## src/rtl/arashi_pkg.sv

```systemverilog
// ============================================================================
// Module : arashi_pkg
// Brief  : Shared types and constants for the arashi drain controller.
// Rev    : 1.0  initial release
// ============================================================================
`default_nettype none

package arashi_pkg;

  typedef enum logic [1:0] {
    RUN   = 2'd0,
    FLUSH = 2'd1,
    DONE  = 2'd2
  } drain_state_e;

  localparam int ARASHI_DRAIN_SKID_DEPTH = 2;
  localparam int ARASHI_DRAIN_SKID_CNT_W = $clog2(ARASHI_DRAIN_SKID_DEPTH + 1);

  // Headroom of one late write burst from every thread after stall rises.
  function automatic int arashi_stall_threshold(input int depth, input int thread_num);
    return depth - 2 * thread_num;
  endfunction

endpackage : arashi_pkg

`default_nettype wire

```

## src/rtl/arashi_skid2.sv

```systemverilog
// ============================================================================
// Module : arashi_skid2
// Brief  : Two-entry FIFO holding read data returned from the thread memory.
// Rev    : 1.0  initial release
// ============================================================================
`default_nettype none

module arashi_skid2
  import arashi_pkg::*;
#(
  parameter int DATA_WIDTH = 32
) (
  input  logic                               clk,
  input  logic                               rstn,
  input  logic                               i_push,
  input  logic                               i_pop,
  input  logic [DATA_WIDTH-1:0]              i_data,
  output logic [ARASHI_DRAIN_SKID_CNT_W-1:0] o_count,
  output logic [DATA_WIDTH-1:0]              o_head
);

  localparam int CW = ARASHI_DRAIN_SKID_CNT_W;

  logic [DATA_WIDTH-1:0] r_mem [ARASHI_DRAIN_SKID_DEPTH];
  logic                  r_wr_idx;
  logic                  r_rd_idx;
  logic [CW-1:0]         r_count;
  logic                  w_push;
  logic                  w_pop;

  // Protect the pointers against a push into a full buffer or a pop from empty.
  assign w_pop  = i_pop && (r_count != '0);
  assign w_push = i_push && ((r_count != CW'(ARASHI_DRAIN_SKID_DEPTH)) || w_pop);

  always_ff @(posedge clk) begin
    if (!rstn) begin
      r_wr_idx <= 1'b0;
      r_rd_idx <= 1'b0;
      r_count  <= '0;
    end else begin
      if (w_push) begin
        r_mem[r_wr_idx] <= i_data;
        r_wr_idx        <= ~r_wr_idx;
      end
      if (w_pop) begin
        r_rd_idx <= ~r_rd_idx;
      end
      case ({w_push, w_pop})
        2'b10:   r_count <= r_count + 1'b1;
        2'b01:   r_count <= r_count - 1'b1;
        default: r_count <= r_count;
      endcase
    end
  end

  assign o_count = r_count;
  assign o_head  = r_mem[r_rd_idx];

endmodule : arashi_skid2

`default_nettype wire

```

## src/rtl/arashi_drain_ctrl.sv

```systemverilog
// ============================================================================
// Module : arashi_drain_ctrl
// Brief  : Read-side controller of the shared thread write memory: in-order
//          valid/ready delivery, registered thread stall, flush-and-drain.
//          Optional overflow check enabled by ARASHI_DRAIN_OVF_CHECK_EN.
// Rev    : 1.0  initial release
// ============================================================================
`default_nettype none

module arashi_drain_ctrl
  import arashi_pkg::*;
#(
  parameter int THREAD_NUM = 4,
  parameter int MEM_WIDTH  = 5,
  parameter int DATA_WIDTH = 32
) (
  input  logic                            clk,
  input  logic                            rstn,
  input  logic [$clog2(THREAD_NUM+1)-1:0] wr_cnt,
  output logic                            stall,
  output logic                            rd_en,
  output logic [MEM_WIDTH-1:0]            rd_addr,
  input  logic [DATA_WIDTH-1:0]           rd_data,
  output logic                            out_valid,
  output logic [DATA_WIDTH-1:0]           out_data,
  input  logic                            out_ready,
  input  logic                            flush,
  output logic                            flush_done,
  output logic [MEM_WIDTH:0]              level,
  output logic                            ovf
);

  localparam int DEPTH   = 2 ** MEM_WIDTH;
  localparam int PTR_W   = MEM_WIDTH + 1;
  localparam int SKID_CW = ARASHI_DRAIN_SKID_CNT_W;
  localparam logic [PTR_W-1:0] STALL_TH = PTR_W'(arashi_stall_threshold(DEPTH, THREAD_NUM));

  logic [PTR_W-1:0]      r_wptr;
  logic [PTR_W-1:0]      r_rptr;
  logic [PTR_W-1:0]      w_wptr_next;
  logic [PTR_W-1:0]      w_rptr_next;
  logic [PTR_W-1:0]      w_wr_ext;
  logic [PTR_W-1:0]      w_level;
  logic [PTR_W-1:0]      w_level_next;
  logic                  w_level_hi;
  logic                  r_inflight;
  logic                  w_rd_en;
  logic [SKID_CW-1:0]    w_skid_cnt;
  logic [SKID_CW-1:0]    w_held;
  logic [DATA_WIDTH-1:0] w_skid_head;
  logic                  w_skid_empty;
  logic                  w_push;
  logic                  w_pop;
  logic                  w_drained;
  drain_state_e          r_state;
  logic                  r_stall;
  logic                  r_flush_done;

  assign w_wr_ext = PTR_W'(wr_cnt);
  assign w_level  = r_wptr - r_rptr;

  // Entries already committed to the output side: buffered plus the one in flight.
  assign w_held  = w_skid_cnt + SKID_CW'(r_inflight);
  assign w_rd_en = (w_level != '0) && (w_held < SKID_CW'(ARASHI_DRAIN_SKID_DEPTH));

  assign w_rptr_next = r_rptr + PTR_W'(w_rd_en);

`ifdef ARASHI_DRAIN_OVF_CHECK_EN
  logic             r_ovf;
  logic [PTR_W:0]   w_fill;
  logic             w_ovf_hit;

  assign w_fill      = {1'b0, w_level} + {1'b0, w_wr_ext};
  assign w_ovf_hit   = w_fill > (PTR_W + 1)'(DEPTH);
  // A burst that would overrun unread entries is dropped as a whole.
  assign w_wptr_next = w_ovf_hit ? r_wptr : (r_wptr + w_wr_ext);

  always_ff @(posedge clk) begin
    if (!rstn) begin
      r_ovf <= 1'b0;
    end else if (w_ovf_hit) begin
      r_ovf <= 1'b1;
    end
  end

  assign ovf = r_ovf;

  a_no_overflow : assert property (@(posedge clk) disable iff (!rstn) !w_ovf_hit);
`else
  assign w_wptr_next = r_wptr + w_wr_ext;
  assign ovf         = 1'b0;
`endif

  assign w_level_next = w_wptr_next - w_rptr_next;
  assign w_level_hi   = w_level_next > STALL_TH;

  always_ff @(posedge clk) begin
    if (!rstn) begin
      r_wptr     <= '0;
      r_rptr     <= '0;
      r_inflight <= 1'b0;
    end else begin
      r_wptr     <= w_wptr_next;
      r_rptr     <= w_rptr_next;
      r_inflight <= w_rd_en;
    end
  end

  // Returning data bypasses the skid buffer when it is empty and the consumer is ready.
  assign w_skid_empty = (w_skid_cnt == '0);
  assign w_pop        = !w_skid_empty && out_ready;
  assign w_push       = r_inflight && !(w_skid_empty && out_ready);

  arashi_skid2 #(
    .DATA_WIDTH (DATA_WIDTH)
  ) u_skid (
    .clk     (clk),
    .rstn    (rstn),
    .i_push  (w_push),
    .i_pop   (w_pop),
    .i_data  (rd_data),
    .o_count (w_skid_cnt),
    .o_head  (w_skid_head)
  );

  assign w_drained = (w_level == '0) && !r_inflight && w_skid_empty;

  always_ff @(posedge clk) begin
    if (!rstn) begin
      r_state      <= RUN;
      r_stall      <= 1'b0;
      r_flush_done <= 1'b0;
    end else begin
      r_stall      <= w_level_hi;
      r_flush_done <= 1'b0;
      case (r_state)
        RUN: begin
          if (flush) begin
            r_state <= FLUSH;
            r_stall <= 1'b1;
          end
        end
        FLUSH: begin
          r_stall <= 1'b1;
          if (w_drained) begin
            r_state      <= DONE;
            r_flush_done <= 1'b1;
          end
        end
        DONE: begin
          r_state <= RUN;
        end
        default: begin
          r_state <= RUN;
        end
      endcase
    end
  end

  assign stall      = r_stall;
  assign flush_done = r_flush_done;
  assign rd_en      = w_rd_en;
  assign rd_addr    = r_rptr[MEM_WIDTH-1:0];
  assign level      = w_level;
  assign out_valid  = !w_skid_empty || r_inflight;
  assign out_data   = w_skid_empty ? rd_data : w_skid_head;

endmodule : arashi_drain_ctrl

`default_nettype wire
```

## config.mk

```make
export PLATFORM = sky130hd
export DESIGN_NAME = arashi_drain_ctrl
export DESIGN_NICKNAME = d
export VERILOG_FILES = /design/src/rtl/arashi_pkg.sv /design/src/rtl/arashi_skid2.sv /design/src/rtl/arashi_drain_ctrl.sv
export SDC_FILE = /design/constraint.sdc
export NUM_CORES = 1
export LEC_CHECK = 0
export CAP_MARGIN = 40
export CORE_MARGIN = 2
export CORE_UTILIZATION = 25
export CTS_CLUSTER_DIAMETER = 80
export DETAILED_ROUTE_END_ITERATION = 16
export DONT_BUFFER_PORTS = 1
export GPL_TIMING_DRIVEN = 0
export PLACE_DENSITY = 0.37
export SYNTH_ARGS = -nofsm -noshare
export SYNTH_HDL_FRONTEND = slang
export SYNTH_SLANG_ARGS = --single-unit
```

## constraint.sdc

```tcl
create_clock -name clk -period 5 [get_ports clk]
set_input_delay 0.5 -clock clk [delete_from_list [all_inputs] [get_ports clk]]
set_output_delay 0.5 -clock clk [all_outputs]
set_load 0.03 [all_outputs]
```

Word level (Yosys, flattened, before mapping):

Memory sizes are Yosys's and may differ from the RTL's. A register that Yosys moved wholly into a read port is not among the register bits.
Index checks and enable logic that the tools add are counted.

* register bits after elaboration: 21
* bits in writable memories: 64
* input port bits: 39
* output and inout bits: 48
* word-level logic and storage cells: 61
* memories kept: 1

* add/sub/neg operators: 7
* order comparisons: 2
* eq/ne operators: 6
* multiplexer cells: 13
* bitwise logic cells: 2
* reductions and logical operators: 21

Memories
* u_skid.r_mem: words 2, bits a word 32, read ports 1, clocked after Yosys merged registers in 1, wr ports 1, RTL line arashi_skid2.sv:24 `logic [DATA_WIDTH-1:0] r_mem [ARASHI_DRAIN_SKID_DEPTH];`

Operators with widths (number)
* 32-bit 2-to-1 mux: 1
* 6-bit subtractor: 2
* 1-bit logical AND: 8
* 2-bit one-hot mux with 2 select lines: 2
* 1-bit 2-to-1 mux: 7
* 6-bit by 1-bit adder with 6-bit output: 1
* 6-bit by 3-bit adder with 6-bit output: 1
* 6-bit by 5-bit > comparator with 1-bit output, second input constant: 1
* 6-bit logical NOT: 1
* 2-bit != test, second input constant: 3
* 6-bit nonzero test: 1
* 2-bit by 1-bit == test with 1-bit output, second input constant: 2
* 2-bit logical NOT: 2
* 2-bit 2-to-1 mux: 2
* 2-bit AND reduction: 2
* 2-bit nonzero test: 2
* 1-bit logical NOT: 3
* 2-bit by 1-bit adder with 2-bit output: 1
* 2-bit by 1-bit adder with 2-bit output, second input constant: 1
* 2-bit == test, second input constant: 1
* 1-bit logical OR: 2
* 2-bit < comparator, second input constant: 1
* 1-bit NOT: 2
* 1-bit one-hot mux with 2 select lines: 1
* 2-bit by 1-bit subtractor with 2-bit output, second input constant: 1

Depth between registers and ports, before layout:

Gate-level depths: netlist of run 1.

* depth in word-level cells: 9
* gate-level depth with buffers: 17
* gate-level depth less buffers: 17

Cells and area by module:

From an unflattened synthesis of run 1, not the netlist that was laid out.

* cells, all modules: 298
* area, all modules: 4144.0 um2

Modules (own cells, without submodules)
* arashi_skid2: times used 1, cells an instance 128, area each 2547.4 um2, seq. area each 2021.9 um2
* arashi_drain_ctrl: times used 1, cells an instance 170, area each 1596.5 um2, seq. area each 340.3 um2

Worst setup path after synthesis of run 1:

Ideal clock, no wire load.

* path kind: register to register
* start point: reg r_rptr[1]
* end point: reg r_stall, in the netlist stall
* setup time: 0.071 ns
* arrival: 4.044 ns
* data required time: 4.929 ns
* slack: 0.885 ns
* cell stages (with the launch flop): 17
* path buffers: 0
* clock period less this slack: 4.115 ns
* path through: dfxtp_1 > inv_1 > ha_1 > nor2b_1 > o31a_1 > a21oi_1 > a2111oi_4 > a21oi_1 > ha_1 > ha_1 > nand3_1 > xnor2_1 > ha_1 > or2_2 > o22ai_1 > xnor3_1 > a21oi_1

* longest elaborated chain between the ends: 8

Ends and longest elaborated chain
* start: declaration: RTL line arashi_drain_ctrl.sv:39 `logic [PTR_W-1:0] r_rptr;`
* start signal: assignment: RTL line arashi_drain_ctrl.sv:104 `r_rptr <= w_rptr_next;`
* 6-bit subtractor (*): RTL line arashi_drain_ctrl.sv:60 `assign w_level = r_wptr - r_rptr;`
* named net level[3]: RTL line arashi_drain_ctrl.sv:29 `output logic [MEM_WIDTH:0] level,`
* 6-bit nonzero test (*): RTL line arashi_drain_ctrl.sv:64 `assign w_rd_en = (w_level != '0) && (w_held < SKID_CW'(ARASHI_DRAIN_SKID_DEPTH));`
* 1-bit logical AND (*): RTL line arashi_drain_ctrl.sv:64
* named net rd_en: RTL line arashi_drain_ctrl.sv:21 `output logic rd_en,`
* 6-bit by 1-bit adder with 6-bit output (*): RTL line arashi_drain_ctrl.sv:66 `assign w_rptr_next = r_rptr + PTR_W'(w_rd_en);`
* 6-bit subtractor (*): RTL line arashi_drain_ctrl.sv:94 `assign w_level_next = w_wptr_next - w_rptr_next;`
* 6-bit by 5-bit > comparator with 1-bit output (*): RTL line arashi_drain_ctrl.sv:95 `assign w_level_hi = w_level_next > STALL_TH;`
* 1-bit 2-to-1 mux: RTL line arashi_drain_ctrl.sv:138 `if (flush) begin`
* 1-bit one-hot mux with 2 select lines (*): RTL line arashi_drain_ctrl.sv:136 `case (r_state)`
* end signal: assignment: RTL line arashi_drain_ctrl.sv:134 `r_stall <= w_level_hi;`
* end: declaration: RTL line arashi_drain_ctrl.sv:56 `logic r_stall;`

Mark *: on every way through the listed nets, which the timed path passes. The rest lies on a longest branch.
A chain may end at the register's enable or synchronous reset.

Final worst setup path of run 1:

* start point: reg r_rptr[2]
* end point: reg r_stall, in the netlist stall

* longest elaborated chain between the ends: 8

Ends and longest elaborated chain (RTL line)
* 6-bit subtractor (*): arashi_drain_ctrl.sv:60
* 6-bit nonzero test (*): arashi_drain_ctrl.sv:64
* 1-bit logical AND (*): arashi_drain_ctrl.sv:64
* named net rd_en: arashi_drain_ctrl.sv:21
* 6-bit by 1-bit adder with 6-bit output (*): arashi_drain_ctrl.sv:66
* 6-bit subtractor (*): arashi_drain_ctrl.sv:94
* 6-bit by 5-bit > comparator with 1-bit output (*): arashi_drain_ctrl.sv:95
* 1-bit 2-to-1 mux: arashi_drain_ctrl.sv:138
* 1-bit one-hot mux with 2 select lines (*): arashi_drain_ctrl.sv:136

Marked as above.

==> impl_metrics.tcl, run 1 <==
set metrics [dict create \
    outcome "finished clean" \
    cts_root_buffer "clkbuf_16" \
    gp_congestion 0.724 \
    clockPowerShare_pct 24.1 \
    clock-sinks 86 \
    h-tree-depth 3 \
    rsz0062_at_grt "no" \
    drtIter0Drc 139 \
    final_cells 574 \
    cts_setup_buffers 0 \
    clk_pin_slew_ps 60 \
    power_density_nw_per_um2 670 \
    hold_class "in2reg" \
    ant_nets 0 \
    clockBufferDepth 2 \
    dp_slack_ps 553 \
    slowest_delay_ps 520 \
    combPwrFrac_pct 46.2 \
    drc_errors 0 \
    drv_cap 0 \
    post-route-util_pct 29.9 \
    slew_violations 0 \
    vias_per_cell 4.28 \
    cts_tree "done" \
    fin_skew_ps 4.25 \
    slowest_stage "a2111oi_4" \
    max_freq_mhz 226 \
    p_int_w 0.00180 \
    wl_per_cell_um 15.6 \
    track_usage_pct 10.6 \
    hpwl_um 6540 \
    period_needed_ps 4420 \
    crit_fanout 5 \
    io_buffers 0 \
    synth.cell_area_um2 4020 \
    crit_family "compound AO/OA/AOI/OAI gates" \
    worst-endpoint-required_ps 5260 \
    final_cell_area_um2 4730 \
    synth-edff-count 64 \
    seqPwrFrac_pct 29.7 \
    hold_buffers 0 \
    netlist_instances 332 \
    hold_viol 0 \
    fin_nets 411 \
    overflow 0 \
    cts-buffers-inserted 9 \
    crit_path_cell_trace "inv_1, ha_1, nor2b_1, o21a_1, or3_4, a2111oi_4, a21oi_1, ha_1, ha_1, xnor2_1, ha_1, o21ai_0, a21oi_1, o22ai_1, xnor3_1, a21oi_1" \
    start_util_pct 25.4 \
    clk_latency_ps 340 \
    core_area_um2 15800 \
    grt_start_max_net_pins 16 \
    placed_cell_area_um2 4390 \
    leakage_nw 1.66 \
    first_pass_iters 4 \
    synth_seq_cells 86 \
    layout-drive-gt1-share_pct 10.9 \
    crit_path_frequent_cell "ha_1" \
    setup_viol 0 \
    antennaDiodeCount 0 \
    yosysUniqueCellTypes 40 \
    path_buf_inv 1 \
    setup_slack_ps 579 \
    finalSetupTns_ps 0 \
    grt_pass1_vias 2378 \
    place_inst 558 \
    ctsResizeCount 0 \
    die_x_um 131 \
    relSlewSlack_pct 40.8 \
    peakVddDrop_mv 0.427 \
    synth-seq-area-share_pct 58.8 \
    syn-num-nets 390 \
    chipHeight_um 131 \
    die_area_um2 17100 \
    vias 2456 \
    ys_async_sr_fraction_pct 0 \
    endpoint_kind "flop" \
    synth_flop_cell "edfxtp_1" \
    tightest_slew_ps 888 \
    ys_warn_count 0 \
    grt_pass1_wl_um 13200 \
    io_pins 87 \
    rows 46 \
    area_growth_pct 17.6 \
    finalCritPeriodShare_pct 88.4 \
    switching_share_pct 43.3 \
    worstSetupStartpointType "flop" \
    antenna_found_initial 0 \
    syn_area_per_cell_um2 12.1 \
    timing_worst_setup_path_type "reg2reg" \
    p_sw_w 0.00137 \
    cp_data_arrival_time_ps 4680 \
    drt-total-wl_um 8940 \
]
## logic make-up (layout without fill, tap and decap cells)
group	Yosys count	after routing	share of synthesized area [%]
buffers and inverters	33	59	3.64
other	1	1	0.0933
and+or+nand+nor	81	81	9.24
muxes	32	32	7.97
xor gates and xnor gates	20	20	4.70
DFF	86	86	58.8
adders and majority gates	19	19	6.47
AOI/OAI and AO/OA	60	60	9.12
## worst paths after layout
check	slack, ps	from	endpoint	cells past startpoint
max reg2reg	580	r_rptr[2]	stall	16
max	580	r_rptr[2]	stall	16
min reg2reg	530	u_skid.r_rd_idx	u_skid.r_rd_idx	2
min	250	rd_data[12]	u_skid.r_mem[0][12]	0
## layer usage
layer / share of wire [%] / track usage, % / up-vias
li1: - / - / 1221
met1: 45 / 13.3 / 1161
met2: 47 / 16.7 / 62
met3: 5.8 / 2.89 / 12
met4: 2.2 / 5.63 / 0
met5: 0 / 0 / -
## layout by cell type (no fill, tap or decap), drive strengths merged, types with 2 or more instances in the layout
master | synthesis | final
nand2 | 6 | 6
and2 | 7 | 7
clkbuf | 8 | 18
xnor2 | 14 | 14
nor2 | 50 | 50
xor2 | 5 | 5
a31oi | 2 | 2
ha | 16 | 16
and4 | 2 | 2
dfxtp | 22 | 22
buf | 10 | 20
or2 | 2 | 2
nand3 | 3 | 3
mux2i | 32 | 32
a21o | 3 | 3
inv | 14 | 14
nor2b | 2 | 2
fa | 3 | 3
clkinv | 1 | 3
bufinv | 0 | 3
o21ai | 5 | 5
or3 | 4 | 4
a21oi | 40 | 40
edfxtp | 64 | 64
nor3 | 3 | 3
o21a | 2 | 2
## cells in the mapped netlist, types with 2 or more instances
library cell,n,area [um^2]
edfxtp_1,64,1920
nor2_1,50,188
a21oi_1,40,200
mux2i_1,32,320
dfxtp_1,22,440
ha_1,16,200
inv_1,14,52.6
xnor2_1,14,123
clkbuf_1,8,30.0
and2_1,6,37.5
buf_4,6,45.0
nand2_1,6,22.5
o21ai_0,5,25.0
xor2_1,5,43.8
buf_1,4,15.0
a21o_1,3,22.5
fa_1,3,60.1
nand3_1,3,15.0
nor3_1,3,15.0
or3_1,3,18.8
a31oi_1,2,12.5
and4_1,2,17.5
nor2b_1,2,12.5
o21a_1,2,15.0
or2_2,2,12.5
## power groups by stage
stage | Sequential [W] | Combinational [W] | Clock [W]
after floorplan | 0.000945 | 0.00119 | 0
after global placement | 0.000964 | 0.00143 | 0
after detailed placement | 0.000957 | 0.00148 | 0
after CTS | 0.000942 | 0.00149 | 0.000788
after global routing | 0.000951 | 0.00160 | 0.000816
final | 0.000939 | 0.00146 | 0.000763
## per-stage QoR
stage,power [W],hold WS (ps)
6_report,0.00317,253
5_1_grt,0.00337,230
4_1_cts,0.00322,234
3_5_place_dp,0.00244,501
3_3_place_gp,0.00239,499
2_1_floorplan,0.00213,481
## cell type report
type | count | area [um^2]
clock inverters | 6 | 111
clock buffers | 10 | 229
multi-input cells | 213 | 1520
repair buffers | 10 | 86.3
plain buffers | 18 | 90.1
well taps | 216 | 270
inverters | 15 | 56.3
flip-flops and latches | 86 | 2360
fillers | 1646 | 11100
## sequential cells by signal, summed over array words and instances, names as in the netlist, named ones only
signal,flops
u_skid.o_count,2
r_rptr,6
u_skid.r_wr_idx,1
stall,1
u_skid.r_mem,64
r_inflight,1
r_wptr,6
u_skid.r_rd_idx,1
r_state,2
flush_done,1
No activity file was read; power rests on OpenSTA's default activity.
==> run 2, diff against run 1 <==
Settings changed: CORE_UTILIZATION 25 to 32, PLACE_DENSITY 0.37 to 0.45.
==> run 2 against run 1 <==
  * Sequential cell count unchanged
  * Clock power about the same
  * Cell count decreased by 8.5%
  * Maximum frequency decreased by 3.0%
  * Non-clock buffer count decreased by 1
  * Combinational power about the same
  * Critical path type unchanged
  * Highest routed layer unchanged
==> impl_metrics.tcl, run 2 (synthesis results as in run 1) <==
set metrics [dict create \
    outcome "finished clean" \
    clock-sinks 86 \
    wl_per_cell_um 15.9 \
    whs_ps 251 \
    rows 40 \
    peakVddDrop_mv 0.205 \
    top_regs "u_skid.r_mem x64, r_rptr x6, r_wptr x6" \
    place_inst 509 \
    die_area_um2 13500 \
    hold_class "in2reg" \
    antenna_found_initial 0 \
    post-route-util_pct 38.4 \
    antennaDiodeCount 0 \
    finalSetupTns_ps 0 \
    power_density_nw_per_um2 671 \
    layout-drive-gt1-share_pct 10.4 \
    ctsResizeCount 0 \
    io_buffers 0 \
    slowest_delay_ps 690 \
    finalCritPeriodShare_pct 91.1 \
    fin_skew_ps 3.19 \
    timing_worst_setup_path_type "reg2reg" \
    chipHeight_um 116 \
    max_freq_mhz 219 \
    cts_root_buffer "clkbuf_16" \
    ff_latch_area_um2 2360 \
    relSlewSlack_pct 41.4 \
    drc_errors 0 \
    leakage_nw 1.65 \
    final_common_cell "edfxtp_1" \
    fillers 1201 \
    hold_buffers 0 \
    drt-total-wl_um 8330 \
    cts_setup_buffers 0 \
    overflow 0 \
    slew_violations 0 \
    cp_data_arrival_time_ps 4830 \
    cts-buffers-inserted 9 \
    clockBufferDepth 2 \
    cts_tree "done" \
    grt_pass1_vias 2360 \
    h-tree-depth 3 \
    regMostFlops "u_skid.r_mem" \
    final_cells 525 \
    drtIter0Drc 132 \
    worst-endpoint-required_ps 5270 \
    clk_pin_slew_ps 60 \
    period_needed_ps 4560 \
    track_usage_pct 13.0 \
    crit_path_cell_trace "inv_1, ha_1, nor2b_1, o31a_1, a21oi_1, a2111oi_4, a21oi_1, ha_1, ha_1, nand3_1, xnor2_1, ha_1, or2_2, o22ai_1, xnor3_1, a21oi_1" \
    largest_reg_flops 64 \
    hpwl_um 6100 \
    grt_start_max_net_pins 15 \
    hold_viol 0 \
    area_growth_pct 16.2 \
    crit_family "compound AO/OA/AOI/OAI gates" \
    die_x_um 116 \
    setup_viol 0 \
    vias 2436 \
    gp_congestion 0.729 \
    grt_pass1_wl_um 12900 \
    rsz0062_at_grt "no" \
    first_pass_iters 4 \
    fin_nets 410 \
    crit_path_frequent_cell "ha_1" \
    layout_common_cells "64 x edfxtp_1, 50 x nor2_1, 40 x a21oi_1, 32 x mux2i_1, 22 x dfxtp_1" \
    ant_nets 0 \
    endpoint_kind "flop" \
    core_area_um2 12200 \
    worstSetupStartpointType "flop" \
    path_buf_inv 1 \
    clk_latency_ps 340 \
    drv_cap 0 \
    start_util_pct 33.1 \
    crit_fanout 5 \
    tightest_slew_ps 879 \
    slowest_stage "a21oi_1" \
    vias_per_cell 4.64 \
    multi_input_area_um2 1520 \
    io_pins 87 \
]
-- run 2: per-layer routing --
metal / part of all wire (%) / GRT usage, % / up-vias / wire [um]
met5: 0 / 0 / - / 0
met4: 2.4 / 7.14 / 0 / 198
met3: 6.4 / 3.71 / 13 / 534
met2: 45 / 19.8 / 62 / 3750
met1: 46 / 16.9 / 1142 / 3850
li1: - / - / 1219 / -
-- run 2: final timing paths --
| kind | from | endpoint | slack (ps) | cells after the start |
|---|---|---|---|---|
| max | r_rptr[1] | stall | 440 | 16 |
| min | rd_data[21] | u_skid.r_mem[0][21] | 250 | 0 |
| max reg2reg | r_rptr[1] | stall | 440 | 16 |
| min reg2reg | u_skid.r_rd_idx | u_skid.r_rd_idx | 520 | 2 |
-- run 2: power by group --
part           internal (W)  switching, W
logic              0.000420       0.00101
registers          0.000882     0.0000569
clock network      0.000490      0.000273
-- run 2: worst register-to-register path, cell delays in order, from the launching register on --
cell	delay (ps)
dfxtp_1	440
inv_1	70
ha_1	280
nor2b_1	130
o31a_1	280
a21oi_1	690
a2111oi_4	140
a21oi_1	700
ha_1	300
ha_1	180
nand3_1	100
xnor2_1	180
ha_1	230
or2_2	270
o22ai_1	130
xnor3_1	230
a21oi_1	140
-- run 2: metrics by stage --
step / setup WS, ps / power [W] / instance area (um^2)
2_1_floorplan: 885 / 0.00213 / 4020
3_3_place_gp: -234 / 0.00237 / 4230
3_5_place_dp: 395 / 0.00242 / 4330
4_1_cts: 373 / 0.00319 / 4670
5_1_grt: 195 / 0.00334 / 4670
6_report: 443 / 0.00313 / 4670
-- run 2: layout make-up --
cell class / instances / area share (%)
inverter: 15 / 1.21
clock buffer: 11 / 4.98
multi-input combinational: 213 / 32.6
sequential: 86 / 50.6
tap: 168 / 4.50
buffer: 18 / 1.93
timing repair buffer: 9 / 1.93
clock inverter: 5 / 2.28
